[src/rtl/fetch_buffer.sv]
// Circular instruction queue between fetch and dispatch: enqueues up to WAYS
// compacted instructions per cycle and presents the oldest WAYS entries as the dispatch window.
module fetch_buffer #(
    parameter int WAYS  = 3,
    parameter int DEPTH = 8,
    parameter int XLEN  = 32,
    localparam int PW   = (WAYS > 1) ? $clog2(WAYS) : 1,
    localparam int CW   = $clog2(DEPTH + 1)
) (
    input  logic                      clock,
    input  logic                      reset,
    input  logic                      branch_flush_en,
    input  logic [WAYS-1:0]           fetch_valid,
    input  logic [WAYS-1:0][31:0]     fetch_inst,
    input  logic [WAYS-1:0][XLEN-1:0] fetch_PC,
    input  logic [WAYS-1:0][XLEN-1:0] fetch_NPC,
    input  logic                      disp_stall_en,
    input  logic [PW-1:0]             disp_first_stall_idx,
    output logic [WAYS-1:0]           disp_valid,
    output logic [WAYS-1:0][31:0]     disp_inst,
    output logic [WAYS-1:0][XLEN-1:0] disp_PC,
    output logic [WAYS-1:0][XLEN-1:0] disp_NPC,
    output logic                      fetch_stall,
    output logic [CW-1:0]             count
);

    localparam int AW  = $clog2(DEPTH);
    localparam int EW  = $clog2(WAYS + 1);
    localparam logic [CW-1:0] WAYS_C   = CW'(WAYS);
    localparam logic [CW-1:0] STALL_TH = CW'(DEPTH - WAYS);
    localparam logic [CW:0]   DEPTH_C  = (CW + 1)'(DEPTH);

    logic [31:0]     inst_mem [DEPTH];
    logic [XLEN-1:0] pc_mem   [DEPTH];
    logic [XLEN-1:0] npc_mem  [DEPTH];

    logic [AW-1:0] head_q, head_d;
    logic [AW-1:0] tail_q, tail_d;
    logic [CW-1:0] count_q, count_d;

    logic                 enq_en;
    logic [EW-1:0]        enq_cnt;
    logic [WAYS-1:0][AW-1:0] lane_slot;
    logic [CW-1:0]        deq_cnt;
    logic [CW:0]          count_sum;

    assign fetch_stall = count_q > STALL_TH;
    assign count       = count_q;
    assign enq_en      = !fetch_stall && !branch_flush_en && !reset;

    // Compaction: each valid lane lands at tail plus the number of valid lanes below it.
    always_comb begin
        enq_cnt   = '0;
        lane_slot = '0;
        for (int i = 0; i < WAYS; i++) begin
            lane_slot[i] = tail_q + AW'(enq_cnt);
            enq_cnt      = enq_cnt + EW'(fetch_valid[i]);
        end
        if (!enq_en) begin
            enq_cnt = '0;
        end
    end

    always_comb begin
        deq_cnt = '0;
        if (disp_stall_en) begin
            deq_cnt = (CW'(disp_first_stall_idx) < count_q) ? CW'(disp_first_stall_idx) : count_q;
        end else begin
            deq_cnt = (WAYS_C < count_q) ? WAYS_C : count_q;
        end
    end

    always_comb begin
        count_sum = {1'b0, count_q} + (CW + 1)'(enq_cnt);
        head_d    = head_q + AW'(deq_cnt);
        tail_d    = tail_q + AW'(enq_cnt);
        count_d   = count_q + CW'(enq_cnt) - deq_cnt;
        if (branch_flush_en) begin
            head_d  = '0;
            tail_d  = '0;
            count_d = '0;
        end
    end

    always_ff @(posedge clock) begin
        if (reset) begin
            head_q  <= '0;
            tail_q  <= '0;
            count_q <= '0;
        end else begin
            head_q  <= head_d;
            tail_q  <= tail_d;
            count_q <= count_d;
        end
    end

    // Storage is never cleared; validity comes from count alone.
    always_ff @(posedge clock) begin
        for (int i = 0; i < WAYS; i++) begin
            if (enq_en && fetch_valid[i]) begin
                inst_mem[lane_slot[i]] <= fetch_inst[i];
                pc_mem[lane_slot[i]]   <= fetch_PC[i];
                npc_mem[lane_slot[i]]  <= fetch_NPC[i];
            end
        end
    end

    always_ff @(posedge clock) begin
        if (!reset && !branch_flush_en) begin
            assert (count_sum <= DEPTH_C);
            assert (deq_cnt <= count_q);
        end
    end

    for (genvar gi = 0; gi < WAYS; gi++) begin : g_window
        logic [AW-1:0] rd_idx;
        assign rd_idx         = head_q + AW'(gi);
        assign disp_valid[gi] = CW'(gi) < count_q;
        assign disp_inst[gi]  = inst_mem[rd_idx];
        assign disp_PC[gi]    = pc_mem[rd_idx];
        assign disp_NPC[gi]   = npc_mem[rd_idx];
    end

endmodule

[config.mk]
export PLATFORM = sky130hd
export DESIGN_NAME = fetch_buffer
export DESIGN_NICKNAME = d
export VERILOG_FILES = /design/src/rtl/fetch_buffer.sv
export SDC_FILE = /design/constraint.sdc
export NUM_CORES = 2
export LEC_CHECK = 0
export ABC_CLOCK_PERIOD_IN_PS = 27300
export CELL_PAD_IN_SITES_DETAIL_PLACEMENT = 0
export CELL_PAD_IN_SITES_GLOBAL_PLACEMENT = 1
export CORE_UTILIZATION = 40
export DETAILED_ROUTE_END_ITERATION = 12
export GPL_TIMING_DRIVEN = 0
export PLACE_DENSITY = 0.8
export SLEW_MARGIN = 20
export SYNTH_ARGS = -nofsm -noshare
export SYNTH_HDL_FRONTEND = slang
export SYNTH_SLANG_ARGS = --single-unit
[constraint.sdc]
create_clock -name clock -period 27.3 [get_ports clock]
set_input_delay 4.095 -clock clock [delete_from_list [all_inputs] [get_ports clock]]
set_output_delay 4.095 -clock clock [all_outputs]
set_load 0.03 [all_outputs]
* After elaboration in Yosys (flattened, before gate mapping)
Memories as Yosys holds them, arrays and structs flattened. A register that Yosys moved wholly into a read port is not among the register bits. Cells that the tools add are included. Widths: inputs -> output; s select.
Storage, ports and cells: flip-flop bits (word level) 10, memories kept 3, bits in writable memories 768, bits of input ports 297, logic and storage cells 44, output and inout port bits 296
Memories:
- inst_mem | words 8, bits a word 32, read ports 3, clocked after memory_dff 1, wr ports 3, RTL line 33 | logic [31:0] inst_mem [DEPTH];
- npc_mem | words 8, bits a word 32, read ports 3, clocked after memory_dff 1, wr ports 3, RTL line 35 | logic [XLEN-1:0] npc_mem [DEPTH];
- pc_mem | words 8, bits a word 32, read ports 3, clocked after memory_dff 1, wr ports 3, RTL line 34 | logic [XLEN-1:0] pc_mem [DEPTH];
Operators by class: add/sub/neg operators 10, order comparisons 6, reductions and logical operators 9, muxes and demuxes 13
Operators by type and width (count):
- $mux 4 | 3
- $mux 3 | 3
- $lt 1x4->1 const A | 2
- $lt 2x4->1 const A | 2
- $add 3x2->3 | 2
- $mux 1 | 6
- $logic_and 1x1->1 | 5
- $add 4x2->4 | 1
- $gt 4x3->1 const B | 1
- $lt 2x4->1 | 1
- $sub 4x4->4 | 1
- $add 3x1->3 | 1
- $add 3x1->3 const B | 1
- $add 3x2->3 const B | 1
- $add 3x3->3 | 1
- $logic_not 1->1 | 3
- $add 1x1->2 | 1
- $add 2x1->2 | 1
- $mux 2 | 1
- $reduce_or 2->1 | 1

* Logic depth before layout (Yosys ltp)
depth in word-level cells 7, mapped depth 13, mapped depth without buffers 12

* Worst setup path before layout
Ideal clock, no wire load.
kind input -> register, from input port branch_flush_en, to memory inst_mem[0][0], enable pin, library setup time 0.879 ns, cell stages on the path 4, arrival 15.898 ns, buffers on the path 1, slack 10.524 ns, required time 26.421 ns, cell sequence a2111oi_4 -> buf_4 -> nand3b_1 -> o311ai_0
RTL lines:
- start, declared | RTL line 12 | input logic branch_flush_en,
- end, declared | RTL line 33

==> flow_summary.ini <==
[cells_and_area]
mostFrequentLayoutCell = nand2_1
nets = 6390
finish.utilization_pct = 47.4
area_growth_pct = 17.6
final_cell_mix = nand2_1 (1157), nor2_1 (775), edfxtp_1 (768), a31oi_1 (544), a21oi_1 (487)
layout-drive-gt1-share_pct = 23.4

[sta]
hold_viol = 0
setup_viol = 0
maxSlewViolCount = 0
skew_ns = 0.0308
period_share_pct = 34.9
tightestPinTransition_ns = 1.32
rsz0062_at_grt = false
tns_ns = 0
max_slew_margin_pct = 11.7
fmax_mhz = 105
fin_crit_ns = 9.52

[synthesis]
yosysWarnings = 0
synth_ff_type = edfxtp_1
synth_edf_count = 768
seq_area_frac_synth_pct = 42.1
syn_area_sq_um = 55300
ys_seq_elements = 778
synthCells = 5546
syn_area_per_cell_sq_um = 9.97
async_flop_share_pct = 0
synth_nets = 5862
ys_types = 52

[clocking]
cts_buffers = 94
clk_pin_slew_worst_paths_ns = 0.06
htree_levels = 3
ctsHoldBuffers = 0
clock_sinks = 778
root_buffer = clkbuf_16
postCtsSetupBuffers = 0
clock_path_buffers = 3
tritoncts = built
clk_latency_ns = 0.75
cts_resized = 0

[power]
p_sw_mw = 2.16
power.leakage_nw = 23.4
intPower_mw = 3.20
ir_worst_vdd_mv = 0.0631
switching_share_pct = 40.2
comb_power_share_pct = 50.0
clockPowerShare_pct = 24.0
sequentialPowerShare_pct = 26.0
powerDensity_nw_per_um2 = 82.4

[placement]
gp_congestion = 0.961
dp_hpwl_um = 193000
io_buffers = 304

[floorplanning]
rows = 136
chipHeight_um = 374
dieArea_sq_um = 140000
die_w_um = 374
coreArea_sq_um = 137000
start_util_pct = 40.3
io-pin-count = 593

[detailed_routing]
drc = 0
drt_iter0_drc = 9974
vias = 53900
wire_per_inst_um = 34.7
vias_per_cell = 6.74
dr.pass1.iters = 9
ant_nets = 0
wl_um = 277000

[worst_hold_path]
min_from = head_q[0]
hold_path_end = head_q[0]
whs_path_depth = 2
hold_path.class = reg2reg

[critical_path]
r2r-start = tail_q[1]
reg2reg_setup_slack_ns = 21.75
r2r-end = npc_mem[2][28]
critPathRequiredTime_ns = 23.20
cp-end-kind = primary output
ff2ff_path_depth = 11
crit_type = reg2out
cp-start-kind = register
path_max_fanout = 10
cp.arrival_ns = 5.42

[grt]
grt_pass1_wl_um = 380000
antenna_found_initial = 77
grt-ovfl-total = 0
grt_pass1_vias = 50836
grt_max_degree = 30
grt_util_all_layers_pct = 38.1

[status]
status = finished clean

[job]
max-cap-violations = 0
-- Yosys cell counts, types with 2 or more instances --
cell      count  area share [%]
nand2_1    1157             7.9
nor2_1      775             5.3
edfxtp_1    768              42
a31oi_1     544             6.2
a21oi_1     487             4.4
mux2_2      480             9.8
mux4_2      384              16
clkbuf_1    372             2.5
buf_1       142            0.96
buf_2       123             1.1
clkbuf_2    111             1.0
mux2i_1      61             1.1
buf_4        15            0.20
nand3_1      14            0.13
ha_1         13            0.29
dfxtp_1      10            0.36
inv_1        10           0.068
and2_1        7           0.079
nor3_4        7            0.21
fa_1          6            0.22
buf_6         5            0.10
o311ai_0      5           0.079
and3_1        4           0.045
or3_1         4           0.045
xnor2_1       4           0.063
nand3b_1      3           0.041
nand4_1       3           0.034
nor3b_1       3           0.041
xor2_1        3           0.048
a211o_1       2           0.032
and3b_1       2           0.032
or3b_2        2           0.032
-- sequential cells by signal (all words and copies together) (netlist names) --
name,flops
count,4
head_q,3
inst_mem,256
npc_mem,256
pc_mem,256
tail_q,3
-- worst max-delay path by stage --
stage | start | to | slack (ns)
after floorplan | branch_flush_en | inst_mem[0][0] | 10.52
after global placement | branch_flush_en | npc_mem[2][6] | -5.15
after detailed placement | fetch_valid[0] | npc_mem[2][27] | 17.63
after CTS | head_q[0] | disp_PC[58] | 18.12
after global routing | head_q[0] | disp_inst[34] | 17.97
final | head_q[0] | disp_inst[34] | 17.78
-- critical path, cell delays in order (launching register included) --
cell and delay (ns):
dfxtp_1 0.36, buf_2 0.30, clkbuf_1 0.79, clkbuf_2 0.80, clkbuf_1 0.92, mux4_2 0.43, mux2_2 0.40, clkdlybuf4s50_1 0.64
-- kinds of logic (layout without fill, tap and decap cells) --
group | Yosys count | in the layout | share of synthesized area, %
XOR/XNOR | 10 | 10 | 0.240
AO/OA/AOI/OAI | 1046 | 1046 | 10.8
multiplexers | 925 | 925 | 26.5
adder cells (fa/ha/maj) | 19 | 19 | 0.511
flip-flops | 778 | 778 | 42.1
buffers and inverters | 779 | 1383 | 5.99
other | 1 | 51 | 0.00678
AND/OR/NAND/NOR | 1988 | 1988 | 13.9
-- power by group through the flow --
stage	sequential [mW]	clock, mW	combinational [mW]
final	1.39	1.29	2.68
after global routing	1.40	1.31	2.72
after CTS	1.39	1.27	2.62
after detailed placement	1.42	0	2.60
after global placement	1.46	0	2.56
after floorplan	1.43	0	1.59
-- layer usage --
metal  part of all wire [%]  vias to the layer above  GRT usage [%]
li1                       -                    21325              -
met1                     33                    26084           46.2
met2                     44                     5320           56.9
met3                     16                     1103           15.8
met4                    6.4                       68           21.9
met5                   0.21                        -          0.515
-- final cells by class --
cell class | count | area, sq um
fill | 12648 | 72300
multi-input combinational | 3989 | 28800
sequential | 778 | 23300
timing repair buffer | 432 | 4260
buffer | 768 | 3310
clock buffer | 119 | 2520
tap | 1794 | 2240
clock inverter | 53 | 470
antenna | 50 | 125
inverter | 11 | 41.3
-- stage by stage --
stage | instances | power (mW) | hold slack, ns | instance area [sq um] | setup WS (ns)
2_1_floorplan | 5546 | 3.02 | 0.574 | 55300 | 10.52
6_report | 7994 | 5.36 | 0.635 | 65000 | 17.78
4_1_cts | 7942 | 5.28 | 0.638 | 64900 | 18.12
5_1_grt | 7969 | 5.43 | 0.665 | 65000 | 17.97
3_3_place_gp | 7644 | 4.02 | 0.607 | 60600 | -5.15
3_5_place_dp | 7770 | 4.02 | 0.615 | 61900 | 17.63
Power figures use the tool's default switching activity.
